`config.mk`:
```
export PLATFORM = sky130hd
export DESIGN_NAME = control_pipe
export DESIGN_NICKNAME = d
export VERILOG_FILES = /design/src/rtl/ctrl_pkg.sv /design/src/rtl/ctrl_decode.sv /design/src/rtl/control_pipe.sv
export SDC_FILE = /design/constraint.sdc
export NUM_CORES = 1
export LEC_CHECK = 0
export BUFFER_PORTS_ARGS = -buffer_cell sky130_fd_sc_hd__buf_2
export CAP_MARGIN = 25
export CORE_UTILIZATION = 40
export DETAILED_ROUTE_END_ITERATION = 10
export HOLD_SLACK_MARGIN = 0.06
export SETUP_SLACK_MARGIN = 0.1
export SKIP_CTS_REPAIR_TIMING = 1
export SYNTH_ARGS = -nofsm -noshare
export SYNTH_HDL_FRONTEND = slang
export SYNTH_HIERARCHICAL = 1
export SYNTH_SLANG_ARGS = --single-unit
```
`constraint.sdc`:
```
create_clock -name clk -period 1.6 [get_ports clk]
set_clock_uncertainty 0.05 [all_clocks]
set_input_delay 0.16 -clock clk [delete_from_list [all_inputs] [get_ports clk]]
set_output_delay 0.16 -clock clk [all_outputs]
set_load 0.1 [all_outputs]
```
`src/rtl/ctrl_pkg.sv`:
```
// Shared opcode constants, control bundle types and halt FSM states for the pipelined control path.
package ctrl_pkg;

  localparam int unsigned OPCODE_W     = 7;
  localparam int unsigned DRAIN_CNT_W  = 4;
  localparam int unsigned ALUOP_BASE_W = 2;
  localparam int unsigned MEMTOREG_W   = 2;

  localparam logic [OPCODE_W-1:0] R_TYPE = 7'b0110011;
  localparam logic [OPCODE_W-1:0] I_TYPE = 7'b0010011;
  localparam logic [OPCODE_W-1:0] LW     = 7'b0000011;
  localparam logic [OPCODE_W-1:0] SW     = 7'b0100011;
  localparam logic [OPCODE_W-1:0] BR     = 7'b1100011;
  localparam logic [OPCODE_W-1:0] JAL    = 7'b1101111;
  localparam logic [OPCODE_W-1:0] JALR   = 7'b1100111;
  localparam logic [OPCODE_W-1:0] HALT   = 7'b1111111;
  localparam logic [OPCODE_W-1:0] LUI    = 7'b0110111;
  localparam logic [OPCODE_W-1:0] AUIPC  = 7'b0010111;

  localparam logic [ALUOP_BASE_W-1:0] ALUOP_ADD   = 2'b00;
  localparam logic [ALUOP_BASE_W-1:0] ALUOP_BR    = 2'b01;
  localparam logic [ALUOP_BASE_W-1:0] ALUOP_FUNCT = 2'b10;
  localparam logic [ALUOP_BASE_W-1:0] ALUOP_JALR  = 2'b11;

  localparam logic [MEMTOREG_W-1:0] WB_ALU = 2'b00;
  localparam logic [MEMTOREG_W-1:0] WB_MEM = 2'b01;
  localparam logic [MEMTOREG_W-1:0] WB_PC4 = 2'b10;
  localparam logic [MEMTOREG_W-1:0] WB_UIM = 2'b11;

  // ALUOp travels beside the bundle because its width is a per-instance parameter.
  typedef struct packed {
    logic                  alu_src;
    logic                  branch;
    logic                  jal;
    logic                  jalr;
    logic                  u_type;
    logic                  pc_rel;
    logic                  mem_read;
    logic                  mem_write;
    logic                  reg_write;
    logic [MEMTOREG_W-1:0] mem_to_reg;
    logic                  illegal;
    logic                  halt;
  } ctrl_bundle_t;

  typedef struct packed {
    logic                  mem_read;
    logic                  mem_write;
    logic                  reg_write;
    logic [MEMTOREG_W-1:0] mem_to_reg;
    logic                  halt;
  } mem_ctrl_t;

  typedef struct packed {
    logic                  reg_write;
    logic [MEMTOREG_W-1:0] mem_to_reg;
  } wb_ctrl_t;

  typedef enum logic [1:0] {
    ST_RUN    = 2'd0,
    ST_DRAIN  = 2'd1,
    ST_WAIT   = 2'd2,
    ST_HALTED = 2'd3
  } halt_state_t;

  localparam ctrl_bundle_t CTRL_BUBBLE = '0;
  localparam mem_ctrl_t    MEM_BUBBLE  = '0;
  localparam wb_ctrl_t     WB_BUBBLE   = '0;

endpackage

```
`src/rtl/ctrl_decode.sv`:
```
// Combinational opcode decoder: maps an RV32 opcode onto the control bundle and ALUOp.
module ctrl_decode
  import ctrl_pkg::*;
#(
  parameter int unsigned EXT_U_TYPE = 1,
  parameter int unsigned ALUOP_W    = 2
) (
  input  logic [OPCODE_W-1:0] opcode,
  output ctrl_bundle_t        ctrl_c,
  output logic [ALUOP_W-1:0]  alu_op_c
);

  logic [ALUOP_BASE_W-1:0] alu_base_c;

  always_comb begin
    ctrl_c     = CTRL_BUBBLE;
    alu_base_c = ALUOP_ADD;
    unique case (opcode)
      R_TYPE: begin
        ctrl_c.reg_write = 1'b1;
        alu_base_c       = ALUOP_FUNCT;
      end
      I_TYPE: begin
        ctrl_c.alu_src   = 1'b1;
        ctrl_c.reg_write = 1'b1;
        alu_base_c       = ALUOP_FUNCT;
      end
      LW: begin
        ctrl_c.alu_src    = 1'b1;
        ctrl_c.mem_read   = 1'b1;
        ctrl_c.reg_write  = 1'b1;
        ctrl_c.mem_to_reg = WB_MEM;
      end
      SW: begin
        ctrl_c.alu_src   = 1'b1;
        ctrl_c.mem_write = 1'b1;
      end
      BR: begin
        ctrl_c.branch = 1'b1;
        alu_base_c    = ALUOP_BR;
      end
      JAL: begin
        ctrl_c.jal        = 1'b1;
        ctrl_c.reg_write  = 1'b1;
        ctrl_c.mem_to_reg = WB_PC4;
      end
      JALR: begin
        ctrl_c.jalr       = 1'b1;
        ctrl_c.alu_src    = 1'b1;
        ctrl_c.reg_write  = 1'b1;
        ctrl_c.mem_to_reg = WB_PC4;
        alu_base_c        = ALUOP_JALR;
      end
      HALT: ctrl_c.halt = 1'b1;
      LUI, AUIPC: begin
        if (EXT_U_TYPE != 0) begin
          ctrl_c.alu_src    = 1'b1;
          ctrl_c.reg_write  = 1'b1;
          ctrl_c.mem_to_reg = WB_UIM;
          ctrl_c.u_type     = 1'b1;
          ctrl_c.pc_rel     = (opcode == AUIPC);
        end else begin
          ctrl_c.illegal = 1'b1;
        end
      end
      default: ctrl_c.illegal = 1'b1;
    endcase
  end

  // Wider ALUOp fields zero-extend the two-bit base encoding.
  assign alu_op_c = ALUOP_W'(alu_base_c);

endmodule

```
`src/rtl/control_pipe.sv`:
```
// Pipelined control path: decode in ID, carry controls through ID/EX, EX/MEM, MEM/WB,
// with stall bubbles, branch flush and a halt drain state machine.
module control_pipe
  import ctrl_pkg::*;
#(
  parameter int unsigned EXT_U_TYPE   = 1,
  parameter int unsigned DRAIN_CYCLES = 1,
  parameter int unsigned ALUOP_W      = 2
) (
  input  logic                  clk,
  input  logic                  reset,
  input  logic [OPCODE_W-1:0]   id_opcode,
  input  logic                  id_valid,
  input  logic                  stall,
  input  logic                  flush,
  output logic                  fetch_en,
  output logic                  ex_ALUSrc,
  output logic                  ex_Branch,
  output logic                  ex_Jal,
  output logic                  ex_Jalr,
  output logic                  ex_UType,
  output logic                  ex_PcRel,
  output logic [ALUOP_W-1:0]    ex_ALUOp,
  output logic                  ex_illegal,
  output logic                  mem_MemRead,
  output logic                  mem_MemWrite,
  output logic                  wb_RegWrite,
  output logic [MEMTOREG_W-1:0] wb_MemtoReg,
  output logic                  halted
);

  localparam logic [DRAIN_CNT_W-1:0] DRAIN_LOAD = DRAIN_CNT_W'(DRAIN_CYCLES);
  localparam logic [DRAIN_CNT_W-1:0] CNT_ONE    = DRAIN_CNT_W'(1);

  ctrl_bundle_t            dec_c;
  logic [ALUOP_W-1:0]      dec_alu_op_c;
  logic                    id_load_c;
  ctrl_bundle_t            id_ex;
  logic [ALUOP_W-1:0]      id_ex_alu_op;
  mem_ctrl_t               ex_mem;
  mem_ctrl_t               ex_mem_d_c;
  wb_ctrl_t                mem_wb;
  halt_state_t             state;
  halt_state_t             state_d;
  logic [DRAIN_CNT_W-1:0]  drain_cnt;
  logic [DRAIN_CNT_W-1:0]  drain_cnt_d;

  ctrl_decode #(
    .EXT_U_TYPE (EXT_U_TYPE),
    .ALUOP_W    (ALUOP_W)
  ) u_decode (
    .opcode   (id_opcode),
    .ctrl_c   (dec_c),
    .alu_op_c (dec_alu_op_c)
  );

  // Only a live instruction, fetched while running and not stalled or flushed, enters EX.
  assign id_load_c = id_valid && !flush && !stall && (state == ST_RUN);

  always_comb begin
    ex_mem_d_c = MEM_BUBBLE;
    if (!flush) begin
      ex_mem_d_c.mem_read   = id_ex.mem_read;
      ex_mem_d_c.mem_write  = id_ex.mem_write;
      ex_mem_d_c.reg_write  = id_ex.reg_write;
      ex_mem_d_c.mem_to_reg = id_ex.mem_to_reg;
      ex_mem_d_c.halt       = id_ex.halt;
    end
  end

  always_ff @(posedge clk or posedge reset) begin
    if (reset) begin
      id_ex        <= CTRL_BUBBLE;
      id_ex_alu_op <= '0;
      ex_mem       <= MEM_BUBBLE;
      mem_wb       <= WB_BUBBLE;
    end else begin
      id_ex        <= id_load_c ? dec_c : CTRL_BUBBLE;
      id_ex_alu_op <= id_load_c ? dec_alu_op_c : '0;
      ex_mem       <= ex_mem_d_c;
      mem_wb       <= '{reg_write: ex_mem.reg_write, mem_to_reg: ex_mem.mem_to_reg};
    end
  end

  // Halt FSM state, drain counter and the registered fetch/halt indications.
  always_ff @(posedge clk or posedge reset) begin
    if (reset) begin
      state     <= ST_RUN;
      drain_cnt <= '0;
      fetch_en  <= 1'b1;
      halted    <= 1'b0;
    end else begin
      state     <= state_d;
      drain_cnt <= drain_cnt_d;
      fetch_en  <= (state_d == ST_RUN);
      halted    <= (state_d == ST_HALTED);
    end
  end

  always_comb begin
    state_d     = state;
    drain_cnt_d = drain_cnt;
    unique case (state)
      ST_RUN: begin
        if (id_load_c && dec_c.halt) state_d = ST_DRAIN;
      end
      ST_DRAIN: begin
        // A flush reaching the HALT before it retires means it was on a wrong path.
        if (flush && (id_ex.halt || ex_mem.halt)) begin
          state_d = ST_RUN;
        end else if (ex_mem.halt) begin
          if (DRAIN_CYCLES == 0) begin
            state_d = ST_HALTED;
          end else begin
            state_d     = ST_WAIT;
            drain_cnt_d = DRAIN_LOAD;
          end
        end
      end
      ST_WAIT: begin
        drain_cnt_d = drain_cnt - CNT_ONE;
        if (drain_cnt <= CNT_ONE) state_d = ST_HALTED;
      end
      ST_HALTED: state_d = ST_HALTED;
      default:   state_d = ST_RUN;
    endcase
  end

  assign ex_ALUSrc    = id_ex.alu_src;
  assign ex_Branch    = id_ex.branch;
  assign ex_Jal       = id_ex.jal;
  assign ex_Jalr      = id_ex.jalr;
  assign ex_UType     = id_ex.u_type;
  assign ex_PcRel     = id_ex.pc_rel;
  assign ex_ALUOp     = id_ex_alu_op;
  assign ex_illegal   = id_ex.illegal;
  assign mem_MemRead  = ex_mem.mem_read;
  assign mem_MemWrite = ex_mem.mem_write;
  assign wb_RegWrite  = mem_wb.reg_write;
  assign wb_MemtoReg  = mem_wb.mem_to_reg;

endmodule

```
==> flow_metrics.py <==
metrics = {
    "status": {
        "run_status": "finished clean",
    },
    "timing": {
        "fmax_mhz": 690.3,
        "tns_ps": 0,
        "finalCritPeriodShare_pct": 90.54,
        "max_slew_margin_pct": 68.00,
        "hold_viol": 0,
        "fin_crit_ps": 1449,
        "tightest_slew_ps": 479.5,
        "grt_setup_unrepaired": "no",
        "drv_slew": 0,
        "finalSetupViolCount": 0,
    },
    "routing": {
        "ant_nets": 0,
        "vias_per_cell": 5.030,
        "drt-total-wl_mm": 2.578,
        "drtPass1Iterations": 4,
        "drcViolationCount": 0,
        "routedWlPerCell_microns": 12.89,
        "drtIter0Drc": 44,
        "via_count": 1006,
    },
    "synthesis": {
        "ys_types": 44,
        "synth_nets": 140,
        "syn_area_sq_um": 1495,
        "synth_edf_count": 0,
        "synth_largest_area_cell": "dfrtp_1",
        "ys_ff_latch": 32,
        "yosysSeqAreaShare_pct": 53.64,
        "post_synth_inst_count": 126,
        "synth_top_area_share_pct": 51.88,
        "synth_area_leaders": "dfrtp_1 52%, and2_1 5.0%, buf_6 3.8%",
        "ys_warn_count": 6,
        "async_flop_share_pct": 100.0,
        "syn-mean-instance-area_sq_um": 11.87,
        "synth-main-ff-cell": "dfrtp_1",
    },
    "place": {
        "portBuffers": 27,
        "gp_routability_congestion": 0.7755,
        "dp_cells": 191,
        "dp_hpwl_mm": 1.816,
    },
    "layout": {
        "area_delta_synth_final_pct": 15.57,
        "antennaDiodeCount": 0,
        "instances_no_fill": 200,
        "layout_common_cells": "31 x dfrtp_1, 27 x buf_2, 12 x and2_1",
        "drive_gt1_share_pct": 33.12,
        "nets": 167,
        "layout_commonest_cell": "dfrtp_1",
        "fin_util_pct": 49.82,
    },
    "cts": {
        "htree_levels": 2,
        "cts_root_buf": "clkbuf_8",
        "clk_pin_slew_ps": 60,
        "cts_tree": "built",
        "numCtsBuffers": 5,
        "clockBufferDepth": 2,
        "worstSkewPairLatency_ps": 280,
        "clock-sinks": 32,
    },
    "die": {
        "start_util_pct": 43.11,
        "fp.dieW_microns": 63.14,
        "core-area_sq_um": 3468,
        "row_count": 21,
        "ios": 28,
        "die_y_microns": 63.14,
        "dieArea_sq_um": 3987,
    },
    "global_routing": {
        "grt_max_degree": 22,
        "grt_use_total_pct": 14.81,
        "grt_pass1_vias": 969,
        "grt_pass1_wl_mm": 4.367,
        "grt_overflow": 0,
        "antenna_found_initial": 0,
    },
    "critical_path": {
        "crit_fanout": 4,
        "crit_type": "register to register",
        "arrival_ps": 1550,
        "cp-start-kind": "register",
        "r2r-start": "drain_cnt[0]$_DFFE_PP0P_",
        "cp-startpoint": "drain_cnt[0]$_DFFE_PP0P_",
        "worstSetupEndpointType": "register",
        "cp.required_ps": 1710,
    },
    "power": {
        "power_density_nw_per_um2": 887.6,
        "leakage_nw": 0.8872,
        "irDropWorstVdd_mv": 0.2957,
        "total_power_w": 0.001534,
    },
    "worst_hold_path": {
        "min-delay-start": "flush",
        "hold_path.class": "primary input to register",
    },
    "job": {
        "cap_violations": 0,
    },
}
## area by class of cell
type	instances	area, sq um
fillers	337	1740
well taps	46	57.56
multi-input cells	78	586.8
inverters	7	26.28
flip-flops and latches	32	802.0
repair buffers	29	165.2
clock buffers	8	90.09
## stage by stage
stage          worst slack (ps)  hold WS [ps]  area [sq um]
2_1_floorplan             336.2         175.6          1495
3_3_place_gp              264.5         141.7          1627
3_5_place_dp              187.4         152.5          1627
4_1_cts                   171.9        -145.8          1717
5_1_grt                   107.8         86.09          1728
6_report                  151.4         85.41          1728
## worst max-delay path, stage by stage, from the launching register on
cell     delay, ps
dfrtp_1        430
inv_1          100
ha_1           230
nor2_1         110
o31ai_1        100
a221o_1        310
## per-layer routing
metal / GRT usage [%] / vias to the layer above / part of all wire, %
li1: - / 476 / -
met1: 16.51 / 489 / 41
met2: 24.46 / 37 / 51
met3: 5.978 / 4 / 5.7
met4: 6.977 / 0 / 1.5
met5: 0 / - / 0
## synthesized netlist by cell type, types with 2 or more instances
library cell / n
nand3_1: 2
and2_2: 5
nor2_1: 7
a21oi_1: 2
and2b_1: 5
buf_2: 2
dfrtp_1: 31
a22o_1: 3
o21ai_0: 3
a211oi_1: 2
buf_4: 2
buf_6: 5
nor3_2: 2
xor2_1: 2
ha_1: 2
and2_1: 12
nor3_1: 3
inv_1: 6
nor4_1: 2
nand2_1: 4
## where the power goes
| group | switching (W) | internal (W) | leakage [nW] | total (W) |
|---|---|---|---|---|
| Combinational | 0.0000667 | 0.0000355 | 0.408 | 0.000102 |
| Clock | 0.000269 | 0.000350 | 0.0455 | 0.000620 |
| Sequential | 0.00000121 | 0.000811 | 0.433 | 0.000812 |
| Total | 0.000337 | 0.00120 | 0.887 | 0.00153 |
## logic make-up after synthesis
logic type | synth area share [%]
simple gates | 24.77
flops | 53.64
compound gates | 10.96
buf+inv | 7.196
xor+xnor | 1.758
fa+ha+maj | 1.673
## state kept, by name (all words and copies together) (netlist names)
register	flops
ex_illegal	1
fetch_en	1
ex_Jal	1
mem_MemRead	1
ex_UType	1
drain_cnt	4
ex_ALUOp	2
ex_mem	4
ex_ALUSrc	1
wb_MemtoReg	2
halted	1
id_ex	6
state	2
wb_RegWrite	1
ex_Branch	1
ex_PcRel	1
ex_Jalr	1
mem_MemWrite	1
## final timing paths
path	endpoint	slack [ps]	depth (start not counted)
worst max-delay path	state[0]$_DFF_PP0_	150	5
worst min-delay path	ex_mem[2]$_DFF_PP0_	90	2
worst max register to register	state[0]$_DFF_PP0_	150	5
worst min register to register	wb_RegWrite$_DFF_PP0_	300	0
max in group asynchronous	ex_mem[0]$_DFF_PP0_	640	4
min in group asynchronous	ex_mem[2]$_DFF_PP0_	390	3
No activity file was read; power rests on OpenSTA's default activity.
